## src/rtl/intersection_pkg.sv

```systemverilog
// Shared definitions for the two-road intersection controller.
// Holds the 3-bit phase codes driven by phase_sequencer and consumed by
// led_control, the road index constants used to address per-road vectors,
// and a small helper that classifies the all-red clearance phases.
package intersection_pkg;

  // Phase codes, in the order the normal cycle visits them.
  typedef enum logic [2:0] {
    PH_NS_GREEN     = 3'd0,
    PH_NS_YELLOW    = 3'd1,
    PH_ALLRED_NS_EW = 3'd2,
    PH_EW_LEFT      = 3'd3,
    PH_EW_GREEN     = 3'd4,
    PH_EW_YELLOW    = 3'd5,
    PH_ALLRED_EW_NS = 3'd6,
    PH_NS_LEFT      = 3'd7
  } phase_e;

  // Road indices into per-road vectors such as left_req.
  localparam bit [0:0] NS = 1'b0;
  localparam bit [0:0] EW = 1'b1;

  // True for both all-red clearance phases.
  function automatic logic is_allred(input phase_e p);
    return (p == PH_ALLRED_NS_EW) || (p == PH_ALLRED_EW_NS);
  endfunction

endpackage

```

## src/rtl/tick_prescaler.sv

```systemverilog
// Free-running prescaler producing a one-cycle tick every TICK_DIV clocks.
// Ports:
//   CLOCK_50 - system clock
//   reset    - asynchronous, active-high reset
//   tick     - registered pulse, high in the cycle the count equals TICK_DIV-1
module tick_prescaler #(
  parameter int unsigned TICK_DIV = 50000000
) (
  input  logic CLOCK_50,
  input  logic reset,
  output logic tick
);

  localparam int unsigned DIV_W = (TICK_DIV > 1) ? $clog2(TICK_DIV) : 1;
  localparam logic [DIV_W-1:0] LAST_CNT = DIV_W'(TICK_DIV - 1);
  // tick is registered, so it is raised one count early to land on LAST_CNT.
  localparam logic [DIV_W-1:0] PRE_LAST_CNT = DIV_W'(TICK_DIV - 2);

  logic [DIV_W-1:0] count_r;
  logic             tick_r;

  // Count 0..TICK_DIV-1 with wrap and register the tick decode.
  always_ff @(posedge CLOCK_50 or posedge reset) begin
    if (reset) begin
      count_r <= '0;
      tick_r  <= 1'b0;
    end else begin
      if (count_r == LAST_CNT) begin
        count_r <= '0;
      end else begin
        count_r <= count_r + DIV_W'(1);
      end
      tick_r <= (count_r == PRE_LAST_CNT);
    end
  end

  assign tick = tick_r;

endmodule

```

## src/rtl/phase_sequencer.sv

```systemverilog
// Timing/sequencing FSM for the two-road intersection.
// Steps through the eight phase codes on prescaled ticks with per-phase
// durations, skips protected lefts that have no latched demand, and handles
// emergency preemption by forcing the signal heads to an all-red hold.
// Ports:
//   CLOCK_50         - system clock
//   reset            - asynchronous, active-high reset
//   left_req[1:0]    - left-turn demand (bit0 NS, bit1 EW), level or pulse
//   emergency        - preemption request, synchronous to CLOCK_50
//   phase[2:0]       - current phase code (registered)
//   phase_start      - one-cycle pulse in the first cycle of each phase
//   ticks_left       - remaining ticks in the current phase minus 1
//   tick             - one-cycle prescaler pulse
//   emergency_active - high while preemption is in effect
module phase_sequencer
  import intersection_pkg::*;
#(
  parameter int unsigned TICK_DIV     = 50000000,
  parameter int unsigned GREEN_TICKS  = 10,
  parameter int unsigned YELLOW_TICKS = 3,
  parameter int unsigned ALLRED_TICKS = 1,
  parameter int unsigned LEFT_TICKS   = 5,
  parameter int unsigned CNT_W        = 8
) (
  input  logic             CLOCK_50,
  input  logic             reset,
  input  logic [1:0]       left_req,
  input  logic             emergency,
  output logic [2:0]       phase,
  output logic             phase_start,
  output logic [CNT_W-1:0] ticks_left,
  output logic             tick,
  output logic             emergency_active
);

  localparam logic [CNT_W-1:0] GREEN_LOAD  = CNT_W'(GREEN_TICKS - 1);
  localparam logic [CNT_W-1:0] YELLOW_LOAD = CNT_W'(YELLOW_TICKS - 1);
  localparam logic [CNT_W-1:0] ALLRED_LOAD = CNT_W'(ALLRED_TICKS - 1);
  localparam logic [CNT_W-1:0] LEFT_LOAD   = CNT_W'(LEFT_TICKS - 1);

  phase_e           phase_r;
  phase_e           phase_nxt_s;
  logic [CNT_W-1:0] timer_r;
  logic [CNT_W-1:0] timer_nxt_s;
  logic             change_s;
  logic             start_r;
  logic             first_r;
  logic [1:0]       latch_r;
  logic [1:0]       latch_nxt_s;
  logic             emer_r;
  logic             hold_r;
  logic             hold_nxt_s;
  logic             active_r;
  logic             active_nxt_s;
  logic             tick_s;

  tick_prescaler #(
    .TICK_DIV (TICK_DIV)
  ) u_prescaler (
    .CLOCK_50 (CLOCK_50),
    .reset    (reset),
    .tick     (tick_s)
  );

  // Timer value loaded on entry: phase duration minus one.
  function automatic logic [CNT_W-1:0] reload_value(input phase_e p);
    case (p)
      PH_NS_GREEN, PH_EW_GREEN:         return GREEN_LOAD;
      PH_NS_YELLOW, PH_EW_YELLOW:       return YELLOW_LOAD;
      PH_ALLRED_NS_EW, PH_ALLRED_EW_NS: return ALLRED_LOAD;
      PH_EW_LEFT, PH_NS_LEFT:           return LEFT_LOAD;
      default:                          return ALLRED_LOAD;
    endcase
  endfunction

  // Normal-cycle successor; the all-red phases decide whether to serve a left.
  function automatic phase_e normal_successor(input phase_e p, input logic [1:0] lat);
    case (p)
      PH_NS_GREEN:     return PH_NS_YELLOW;
      PH_NS_YELLOW:    return PH_ALLRED_NS_EW;
      PH_ALLRED_NS_EW: return lat[EW] ? PH_EW_LEFT : PH_EW_GREEN;
      PH_EW_LEFT:      return PH_EW_GREEN;
      PH_EW_GREEN:     return PH_EW_YELLOW;
      PH_EW_YELLOW:    return PH_ALLRED_EW_NS;
      PH_ALLRED_EW_NS: return lat[NS] ? PH_NS_LEFT : PH_NS_GREEN;
      PH_NS_LEFT:      return PH_NS_GREEN;
      default:         return PH_ALLRED_EW_NS;
    endcase
  endfunction

  // Phases that an emergency cuts short: greens go to yellow, arrows drop to all-red.
  function automatic logic preemptible(input phase_e p);
    case (p)
      PH_NS_GREEN, PH_EW_GREEN, PH_EW_LEFT, PH_NS_LEFT: return 1'b1;
      default:                                          return 1'b0;
    endcase
  endfunction

  // Where an emergency sends a preemptible phase.
  function automatic phase_e preempt_target(input phase_e p);
    case (p)
      PH_NS_GREEN: return PH_NS_YELLOW;
      PH_EW_GREEN: return PH_EW_YELLOW;
      PH_EW_LEFT:  return PH_ALLRED_EW_NS;
      PH_NS_LEFT:  return PH_ALLRED_NS_EW;
      default:     return PH_ALLRED_EW_NS;
    endcase
  endfunction

  // Next phase and timer: all-red hold first, then emergency, then expiry, then countdown.
  always_comb begin
    phase_nxt_s = phase_r;
    timer_nxt_s = timer_r;
    change_s    = 1'b0;
    if (is_allred(phase_r) && emer_r) begin
      // Keep the clearance timer full so release always gets a complete all-red.
      timer_nxt_s = ALLRED_LOAD;
    end else if (tick_s && emer_r && preemptible(phase_r)) begin
      change_s    = 1'b1;
      phase_nxt_s = preempt_target(phase_r);
      timer_nxt_s = reload_value(preempt_target(phase_r));
    end else if (tick_s && (timer_r == '0)) begin
      change_s    = 1'b1;
      phase_nxt_s = normal_successor(phase_r, latch_r);
      timer_nxt_s = reload_value(normal_successor(phase_r, latch_r));
    end else if (tick_s) begin
      timer_nxt_s = timer_r - CNT_W'(1);
    end else begin
      timer_nxt_s = timer_r;
    end
  end

  // Left-turn latches: cleared on entry to their arrow, new demand always wins.
  always_comb begin
    latch_nxt_s = latch_r;
    if (change_s && (phase_nxt_s == PH_EW_LEFT)) begin
      latch_nxt_s[EW] = 1'b0;
    end else begin
      latch_nxt_s[EW] = latch_r[EW];
    end
    if (change_s && (phase_nxt_s == PH_NS_LEFT)) begin
      latch_nxt_s[NS] = 1'b0;
    end else begin
      latch_nxt_s[NS] = latch_r[NS];
    end
    latch_nxt_s = latch_nxt_s | left_req;
  end

  // Preemption hold tracking: sticks through the clearance and drops on leaving all-red.
  always_comb begin
    hold_nxt_s   = is_allred(phase_nxt_s) && (emer_r || (hold_r && !change_s));
    active_nxt_s = emergency || hold_nxt_s;
  end

  // State register for phase, timer, latches and preemption flags.
  always_ff @(posedge CLOCK_50 or posedge reset) begin
    if (reset) begin
      phase_r  <= PH_ALLRED_EW_NS;
      timer_r  <= ALLRED_LOAD;
      start_r  <= 1'b0;
      first_r  <= 1'b1;
      latch_r  <= 2'b00;
      emer_r   <= 1'b0;
      hold_r   <= 1'b0;
      active_r <= 1'b0;
    end else begin
      phase_r  <= phase_nxt_s;
      timer_r  <= timer_nxt_s;
      // first_r marks the restart after reset as a phase start as well.
      start_r  <= change_s || first_r;
      first_r  <= 1'b0;
      latch_r  <= latch_nxt_s;
      emer_r   <= emergency;
      hold_r   <= hold_nxt_s;
      active_r <= active_nxt_s;
    end
  end

  assign phase            = phase_r;
  assign phase_start      = start_r;
  assign ticks_left       = timer_r;
  assign tick             = tick_s;
  assign emergency_active = active_r;

endmodule

```

## config.mk

```make
export PLATFORM = sky130hd
export DESIGN_NAME = phase_sequencer
export DESIGN_NICKNAME = d
export VERILOG_FILES = /design/src/rtl/intersection_pkg.sv /design/src/rtl/tick_prescaler.sv /design/src/rtl/phase_sequencer.sv
export SDC_FILE = /design/constraint.sdc
export NUM_CORES = 1
export LEC_CHECK = 0
export CAP_MARGIN = 20
export CELL_PAD_IN_SITES_DETAIL_PLACEMENT = 1
export CELL_PAD_IN_SITES_GLOBAL_PLACEMENT = 2
export CORE_MARGIN = 4
export CORE_UTILIZATION = 42
export CTS_BUF_LIST = sky130_fd_sc_hd__clkbuf_2
export DETAILED_ROUTE_END_ITERATION = 10
export PLACE_DENSITY_LB_ADDON = 0.1
export SYNTH_ARGS = -nofsm -noshare
export SYNTH_HDL_FRONTEND = slang
export SYNTH_SLANG_ARGS = --single-unit
export TNS_END_PERCENT = 30
```

## constraint.sdc

```tcl
create_clock -name CLOCK_50 -period 4.7 [get_ports CLOCK_50]
set_input_delay 1.175 -clock CLOCK_50 [delete_from_list [all_inputs] [get_ports CLOCK_50]]
set_output_delay 1.175 -clock CLOCK_50 [all_outputs]
set_load 0.1 [all_outputs]
```

==> results of run 1 <==
-- cell usage after synthesis (all sizes together) (3+ instances only) --
library cell,number,area share (%)
ha,9,4.5
o31ai,3,0.89
xor2,17,5.9
and2,4,1.1
nor4,8,3.2
a21o,3,0.94
dfrtp,42,42
clkbuf,4,0.59
nand4,8,2.0
o22ai,3,0.74
nand2,21,3.4
and4,5,1.7
nand2b,4,0.99
nand3,14,3.2
and3,4,0.99
xnor2,9,3.1
buf,3,0.79
nor4b,3,2.2
or3,3,0.74
nor2,25,3.7
inv,13,1.9
a21oi,4,0.79
nor3,5,0.99
o21ai,8,2.0
dfstp,3,3.1
-- power breakdown --
| part | internal [µW] | switching [µW] | leakage [µW] |
|---|---|---|---|
| clock | 38.4 | 128 | 0.0000252 |
| sequential | 390 | 1.81 | 0.000586 |
| combinational | 6.99 | 16.1 | 0.000667 |
| total | 435 | 146 | 0.00128 |
-- layer usage --
layer / wire length [µm] / GRT usage [%]
met1: 2980 / 25.0
met2: 2470 / 25.1
met3: 171 / 3.27
met4: 63 / 5.47
met5: 0 / 0
-- state kept, by name, summed over array words and instances, names as in the netlist --
register             cells
latch_r                  2
u_prescaler.tick         1
ticks_left               8
emergency_active         1
phase_start              1
u_prescaler.count_r     26
phase                    3
emer_r                   1
hold_r                   1
first_r                  1
-- per-stage QoR --
step | utilization (%) | hold slack (ns) | total power [µW] | worst slack (ns)
floorplan | - | 0.469 | 412 | 2.14
global placement | 48.7 | 0.498 | 420 | 1.73
detailed placement | 48.7 | 0.517 | 420 | 1.73
CTS | 49.5 | 0.547 | 593 | 1.21
global route | 49.8 | 0.559 | 614 | 1.13
finish | 49.8 | 0.535 | 581 | 1.26
-- layout make-up --
| type | count | area [µm²] |
|---|---|---|
| fill | 658 | 2850 |
| multi-input combinational | 186 | 1320 |
| sequential | 45 | 1130 |
| timing repair buffer | 19 | 200 |
| tap | 72 | 90.1 |
| inverter | 13 | 48.8 |
| clock buffer | 6 | 30.0 |
| clock inverter | 2 | 15.0 |
-- cell families after synthesis --
family                   Yosys count
AND/OR/NAND/NOR                  112
flip-flops                        45
AO/OA/AOI/OAI                     36
XOR/XNOR                          26
buffers and inverters             20
adder cells (fa/ha/maj)            9
multiplexers                       2
other                              1
-- worst min-delay path by stage --
stage | endpoint | depth (start not counted) | slack, ns
4_1_cts | u_prescaler.count_r[0] | 1 | 0.55
6_report | u_prescaler.count_r[0] | 1 | 0.53
5_1_grt | u_prescaler.count_r[0] | 1 | 0.56
2_1_floorplan | u_prescaler.count_r[0] | 1 | 0.47
3_5_place_dp | u_prescaler.count_r[0] | 1 | 0.52
3_3_place_gp | u_prescaler.count_r[0] | 1 | 0.50
-- cell usage in the layout, fill, tap and decap left out, types with 3 or more instances in the layout --
master and instances:
dfrtp_1 42, nor2_1 25, nand2_1 20, clkdlybuf4s50_1 18
xor2_1 17, inv_1 12, nand3_1 12, xnor2_1 9
ha_1 9, nand4_1 8, o21ai_0 6, nor4_1 6
clkbuf_2 6, nor3_1 5, and4_1 5, a21oi_1 4
and3_1 4, nand2b_1 4, and2_1 3, o31ai_1 3
or3_1 3, o22ai_1 3, dfstp_2 3
-- worst register-to-register path, cell delays in order, from the launching register on --
cell	delay (ns)
dfrtp_1	0.46
inv_1	0.16
ha_1	0.44
inv_1	0.18
nor2_1	0.21
a31oi_1	0.12
or3_1	0.37
o22a_1	0.16
==> results.md, run 1 <==
- Worst Max-Slew Pin Slew: 0.979 ns
- Leakage: 0.00128 µW
- Synthesized netlist net count: 265
- Overall die width: 85.6 µm
- Post-synthesis mux area share: 0.792%
- Initial Util: 44.6%
- CP max FO: 11
- Initial antenna violation count: 0
- Via count: 1,920
- Post-CTS Setup Bufs: 0
- Dpl cells: 334
- Synthesized cell area: 2530 µm²
- Clock transition at path regs: 0.21 ns
- Resized Gates After CTS: 0
- Critical Path RT: 3.52 ns
- Post-Synth Simple-Gate Area: 26.9%
- Buf+Inv Stages, Crit Path: 1
- Post-Syn Instances: 251
- Final min period: 3.44 ns
- VDD IR max: 0.152 mV
- Share of synthesized registers carrying an async set or reset: 100%
- Sum of negative setup slack: 0 ns
- DRC Markers: 0
- Avg Inst Size Synth: 10.1 µm²
- Hold Startpoint: u_prescaler.count_r[0]
- Fin crit share: 73.3%
- Total CTS buffers: 5
- Clk_skew: 0.0263 ns
- CTS Buffer Depth: 2
- Max Cap Violations: 0
- Kind of critical path: register to output pin
- Largest net degree at the start of global routing: 46
- Antenna fix cells: 0
- PwrDens: 205 nW/µm²
- Routed wire length: 5680 µm
- Die height: 85.6 µm
- GPL Wtd Cong: 0.723
- Complex-gate fraction of the synthesized area: 10.7%
- Yosys warns: 0
- Post-route design area: 2830 µm²
- Area growth syn-to-layout: 11.9%
- Worst-skew pair later-pin latency: 0.43 ns
- Cell Chain, Critical Path: clkdlybuf4s50_1
- RSZ-0062 raised after global routing: false
- Largest family of logic cells by synthesized area: simple AND/OR/NAND/NOR gates
- Routed WL per cell: 16.6 µm
- FMAX: 290 MHz
- Crit path capture: phase[2]
- Port Buffer Count: 18
- HPWL after detailed placement: 4130 µm
- Share of cells above drive strength 1: 9.23%
- Vias in the first global route: 1,998
- Crit-path slowest cell: clkdlybuf4s50_1
- H-tree depth: 2
- Status: complete, no violations
- Final-stage net count: 284
- Hold buffers post-CTS: 0
- Non-filler cells, final: 343
- Area of the die: 7330 µm²
- DR iter-0 viols: 95
- Row cnt: 27
- First-pass GRT wire length: 9980 µm
- Post-synthesis xor/xnor area fraction: 9.01%
- GR Overflow Total: 0
- Setup slack, reg-to-reg: 2.52 ns
- CP delay by family, top: buffers and inverters
- DRT antenna net count: 0
- Root buffer cell: clkbuf_2
- Critical Path Source: phase[2]
- Worst rel slew slack: 34.5%
- TritonCTS clock tree: yes
- CP Depth: 1
- Seq/Total Area, Yosys: 44.7%
- Via density: 5.60
- Reg2Reg Depth: 7
- Placeable Area: 5680 µm²
- Top_reg_cell synth: dfrtp_1
- Min-delay worst type: register to register
- Register bit total from synthesis: 45
- Area after DPL: 2760 µm²
- Critical R2R Capture: latch_r[1]
- Number of synthesized flops with an enable pin: 0
- CP startpoint kind: register
- First-pass DRT Iterations: 4
- Final Max Tran Viols: 0
- Crit path DAT: 2.27 ns
- Overall routing resource usage: 17.0%
- Distinct cells, synth: 56
- Final setup viols: 0
- Biggest cell delay along the critical path: 1.17 ns
- Worst setup EP type: output pin
- Worst reg2reg startpoint: phase[0]
- Hold Violations, Final: 0
- I/O Pins: 19
- Synth Area in Adders: 4.45%
- CTS sink cnt: 45
No activity file was read; power rests on OpenSTA's default activity.
==> run 2: changes to the inputs <==
- CORE_UTILIZATION: 42 -> 39
- clock period: 4.7 -> 3.2 ns (I/O delays scaled with it)
==> run 2 against run 1 <==
Register-to-register slack lost 1.5 ns. Critical path depth is the same. Worst hold slack lost 0.017 ns. Cell count grew 1.7%. Count of clock-buffer cells in the layout is the same. Via count shrank 2.0%. Clock power grew 41%. First-iteration DRC count shrank 75%. Global-route usage shrank 0.84 points. Critical path type unchanged. Largest cell class unchanged.
==> results.md, run 2 (synthesized netlist as in run 1, its figures left out) <==
- Status: complete, no violations
- CTS Buffer Depth: 2
- Placeable Area: 6310 µm²
- Routed WL per cell: 16.1 µm
- Cell Chain, Critical Path: buf_4
- Leakage: 0.00131 µW
- Initial Util: 40.1%
- Clock transition at path regs: 0.22 ns
- Critical Path RT: 2.40 ns
- CTS sink cnt: 45
- FMAX: 445 MHz
- Via count: 1,881
- Largest net degree at the start of global routing: 28
- Crit path DAT: 1.45 ns
- Overall die width: 88.5 µm
- Hold buffers post-CTS: 0
- Worst-skew pair later-pin latency: 0.40 ns
- Final-stage net count: 285
- Fin crit share: 70.3%
- DRT antenna net count: 0
- Worst rel slew slack: 59.0%
- Final setup viols: 0
- CP max FO: 11
- Top register by number of flip-flops: u_prescaler.count_r
- RSZ-0062 raised after global routing: false
- Commonest cells after routing, fill and taps aside: dfrtp_1, nor2_1, nand2_1
- CP delay by family, top: flip-flops
- Fillers: 743
- GPL Wtd Cong: 0.762
- Clk_skew: 0.0303 ns
- Worst Max-Slew Pin Slew: 0.615 ns
- Initial antenna violation count: 0
- Row cnt: 29
- Port Buffer Count: 18
- Via density: 5.39
- CP startpoint kind: register
- Kind of critical path: register to output pin
- Resized Gates After CTS: 0
- DR iter-0 viols: 24
- I/O Pins: 19
- PwrDens: 302 nW/µm²
- Post-CTS Setup Bufs: 0
- Hold slack: 0.518 ns
- Dpl ws: 1.05 ns
- Max Cap Violations: 0
- DRC Markers: 0
- HPWL after detailed placement: 4290 µm
- Area after DPL: 2750 µm²
- Hold Violations, Final: 0
- Routed wire length: 5630 µm
- Share of cells above drive strength 1: 14.7%
- Final Power: 842 µW
- Final worst slack: 0.952 ns
- Overall routing resource usage: 16.2%
- Commonest non-fill, non-tap cell in the layout: dfrtp_1
- Crit-path slowest cell: dfstp_2
- Final min period: 2.25 ns
- Root buffer cell: clkbuf_2
- GR Overflow Total: 0
- Biggest cell delay along the critical path: 0.72 ns
- H-tree depth: 2
- Post-route design area: 2790 µm²
- Area growth syn-to-layout: 10.3%
- Total CTS buffers: 5
- VDD IR max: 0.144 mV
- First-pass GRT wire length: 10,000 µm
- Final Max Tran Viols: 0
- Sum of negative setup slack: 0 ns
- Max reg flops: 26
- First-pass DRT Iterations: 4
- Area of the die: 7840 µm²
- Buf+Inv Stages, Crit Path: 1
- Worst setup EP type: output pin
- TritonCTS clock tree: yes
- Antenna fix cells: 0
- Min-delay worst type: register to register
- Vias in the first global route: 2,023
- Die height: 88.5 µm
## run 2: path summary, 6_finish.rpt
path | startpoint | to | slack (ns) | cells after the start
max | phase[2] | phase[2] | 0.95 | 1
min | first_r | phase_start | 0.52 | 1
max reg2reg | phase[0] | latch_r[1] | 1.07 | 7
min reg2reg | first_r | phase_start | 0.52 | 1
max in group asynchronous | reset | phase[1] | 1.81 | 3
min in group asynchronous | reset | ticks_left[7] | 0.73 | 2
## run 2: final cells by class
cell class                      instances  area (µm²)  share of cell area (%)
Clock buffer                            6        30.0                    1.08
Clock inverter                          2        10.0                   0.359
Inverter                               13        48.8                    1.75
Multi-Input combinational cell        186        1320                    47.1
Sequential cell                        45        1130                    40.5
Tap cell                               77        96.3                    3.45
Timing Repair Buffer                   20         160                    5.74
## run 2: through the flow
step / instances / util [%]
final: 349 / 44.2
after global placement: 341 / 43.6
after CTS: 349 / 44.2
after detailed placement: 341 / 43.6
after floorplan: 251 / -
after global routing: 349 / 44.2
## run 2: power by group
group / internal (µW) / total, µW / switching, µW
logic: 8.94 / 32.6 / 23.7
registers: 573 / 575 / 2.50
clock network: 55.1 / 234 / 179
## run 2: routing by layer
layer  vias up  track usage, %  wire length (µm)
met5         -               0                 0
met4         0            4.12                59
met3         6            2.89                96
met2        15            28.5              2890
met1       931            20.4              2590
li1        929               -                 -
==> run 3: changes to the inputs <==
- clock period: 3.2 -> 2.3 ns (I/O delays scaled with it)
==> run 3 against run 2 <==
First-iteration DRC count up 110%. Non-clock buffer count up 6. Via count up 2.3%. Critical path type is now register to register. Critical endpoint is now emergency_active. Largest cell class unchanged. Highest routed layer unchanged.
==> results.md, run 3 (synthesized netlist as in run 1, its figures left out) <==
- Antenna fix cells: 0
- First-pass DRT Iterations: 4
- Final min period: 2.16 ns
- Overall routing resource usage: 16.9%
- Final setup viols: 0
- Share of cells above drive strength 1: 17.3%
- VDD IR max: 0.200 mV
- Final-stage net count: 291
- Cell Chain, Critical Path: inv_1 -> ha_1 -> and3b_1 -> a21o_2 -> o221a_1 -> a31o_1
- Post-CTS Setup Bufs: 0
- DRC Markers: 0
- Sum of negative setup slack: 0 ns
- HPWL after detailed placement: 4460 µm
- Clock transition at path regs: 0.24 ns
- Max Cap Violations: 0
- Final worst slack: 0.139 ns
- Leakage: 0.00135 µW
- Core Util, Final: 45.7%
- Fin crit share: 94.0%
- Area of the die: 7840 µm²
- Row cnt: 29
- H-tree depth: 2
- Die height: 88.5 µm
- Hold buffers post-CTS: 0
- Worst rel slew slack: 65.7%
- Max reg flops: 26
- Final Max Tran Viols: 0
- Area growth syn-to-layout: 14.0%
- Commonest non-fill, non-tap cell in the layout: dfrtp_1
- Initial antenna violation count: 0
- Kind of critical path: register to register
- DR iter-0 viols: 51
- Initial Util: 40.1%
- First-pass GRT wire length: 10,300 µm
- Top register by number of flip-flops: u_prescaler.count_r
- Commonest cells after routing, fill and taps aside: dfrtp_1, nor2_1, nand2_1
- PwrDens: 408 nW/µm²
- Overall die width: 88.5 µm
- I/O Pins: 19
- CP startpoint kind: register
- Crit-path slowest cell: dfstp_4
- GPL Wtd Cong: 0.780
- Largest net degree at the start of global routing: 20
- DRT antenna net count: 0
- CP max FO: 7
- Via density: 5.42
- Via count: 1,925
- Min-delay worst type: primary input to asynchronous set/reset pin
- Port Buffer Count: 18
- Worst-skew pair later-pin latency: 0.40 ns
- RSZ-0062 raised after global routing: false
- Dpl ws: 0.109 ns
- Placeable Area: 6310 µm²
- Total CTS buffers: 5
- Root buffer cell: clkbuf_2
- Resized Gates After CTS: 0
- CTS Buffer Depth: 2
- CTS sink cnt: 45
- Worst Max-Slew Pin Slew: 0.509 ns
- Critical Path RT: 2.61 ns
- Hold slack: 0.371 ns
- Biggest cell delay along the critical path: 0.67 ns
- Worst setup EP type: register
- GR Overflow Total: 0
- Hold Violations, Final: 0
- Clk_skew: 0.0269 ns
- Routed wire length: 5840 µm
- FMAX: 463 MHz
- Routed WL per cell: 16.4 µm
- Vias in the first global route: 2,028
- Crit path DAT: 2.47 ns
- Status: complete, no violations
- TritonCTS clock tree: yes
run 3: changes by cell type in the layout (fill, tap and decap cells not counted):
| cell | previous run | this run |
|---|---|---|
| clkinv_2 | 2 | 1 |
| buf_4 | 16 | 19 |
| clkinv_4 | 0 | 1 |
| clkinv_1 | 0 | 1 |
| buf_12 | 0 | 3 |
| dfrtp_1 | 42 | 39 |
| dfrtp_2 | 0 | 3 |
| dfstp_2 | 3 | 2 |
| clkbuf_2 | 6 | 5 |
| dfstp_4 | 0 | 1 |
run 3: layout make-up:
cell class              count  area, µm²
clock buffers               5       25.0
clock inverters             3       17.5
fillers                   738       3430
inverters                  13       48.8
multi-input cells         186       1320
flip-flops and latches     45       1140
well taps                  77       96.3
repair buffers             26        243
run 3: critical path, delay by kind of cell (launching register included):
kind / cells / cell delay, ns
flip-flops: 1 / 0.67
buffers and inverters: 1 / 0.09
adder cells (fa/ha/maj): 1 / 0.33
AO/OA/AOI/OAI: 3 / 0.77
AND/OR/NAND/NOR: 1 / 0.24
run 3: final timing paths:
kind / startpoint / endpoint / slack, ns / cells past startpoint
worst max-delay path: phase[1] / emergency_active / 0.14 / 6
worst min-delay path: reset / ticks_left[2] / 0.37 / 2
worst max register to register: phase[1] / emergency_active / 0.14 / 6
worst min register to register: u_prescaler.count_r[0] / u_prescaler.count_r[0] / 0.53 / 1
max in group asynchronous: reset / phase[1] / 1.31 / 3
min in group CLOCK_50: u_prescaler.count_r[0] / u_prescaler.count_r[0] / 0.53 / 1
run 3: metal layers:
layer | track usage, % | vias to the layer above | share of wire, %
met1 | 21.9 | 953 | 44
li1 | - | 944 | -
met2 | 28.8 | 19 | 52
met4 | 4.67 | 0 | 1.8
met5 | 0 | - | 0
met3 | 3.07 | 9 | 1.8
run 3: stage by stage:
| stage | area (µm²) | power, µW | instances |
|---|---|---|---|
| 2_1_floorplan | 2540 | 841 | 251 |
| 3_3_place_gp | 2830 | 860 | 346 |
| 3_5_place_dp | 2830 | 861 | 346 |
| 4_1_cts | 2880 | 1210 | 354 |
| 5_1_grt | 2880 | 1250 | 355 |
| 6_report | 2880 | 1170 | 355 |
run 3: report_power, final:
part           switching (µW)  leakage, µW  internal [µW]
Combinational            32.6     0.000735           12.5
Clock                     257    0.0000304           72.3
Sequential               3.34     0.000582            797
Total                     293      0.00135            882
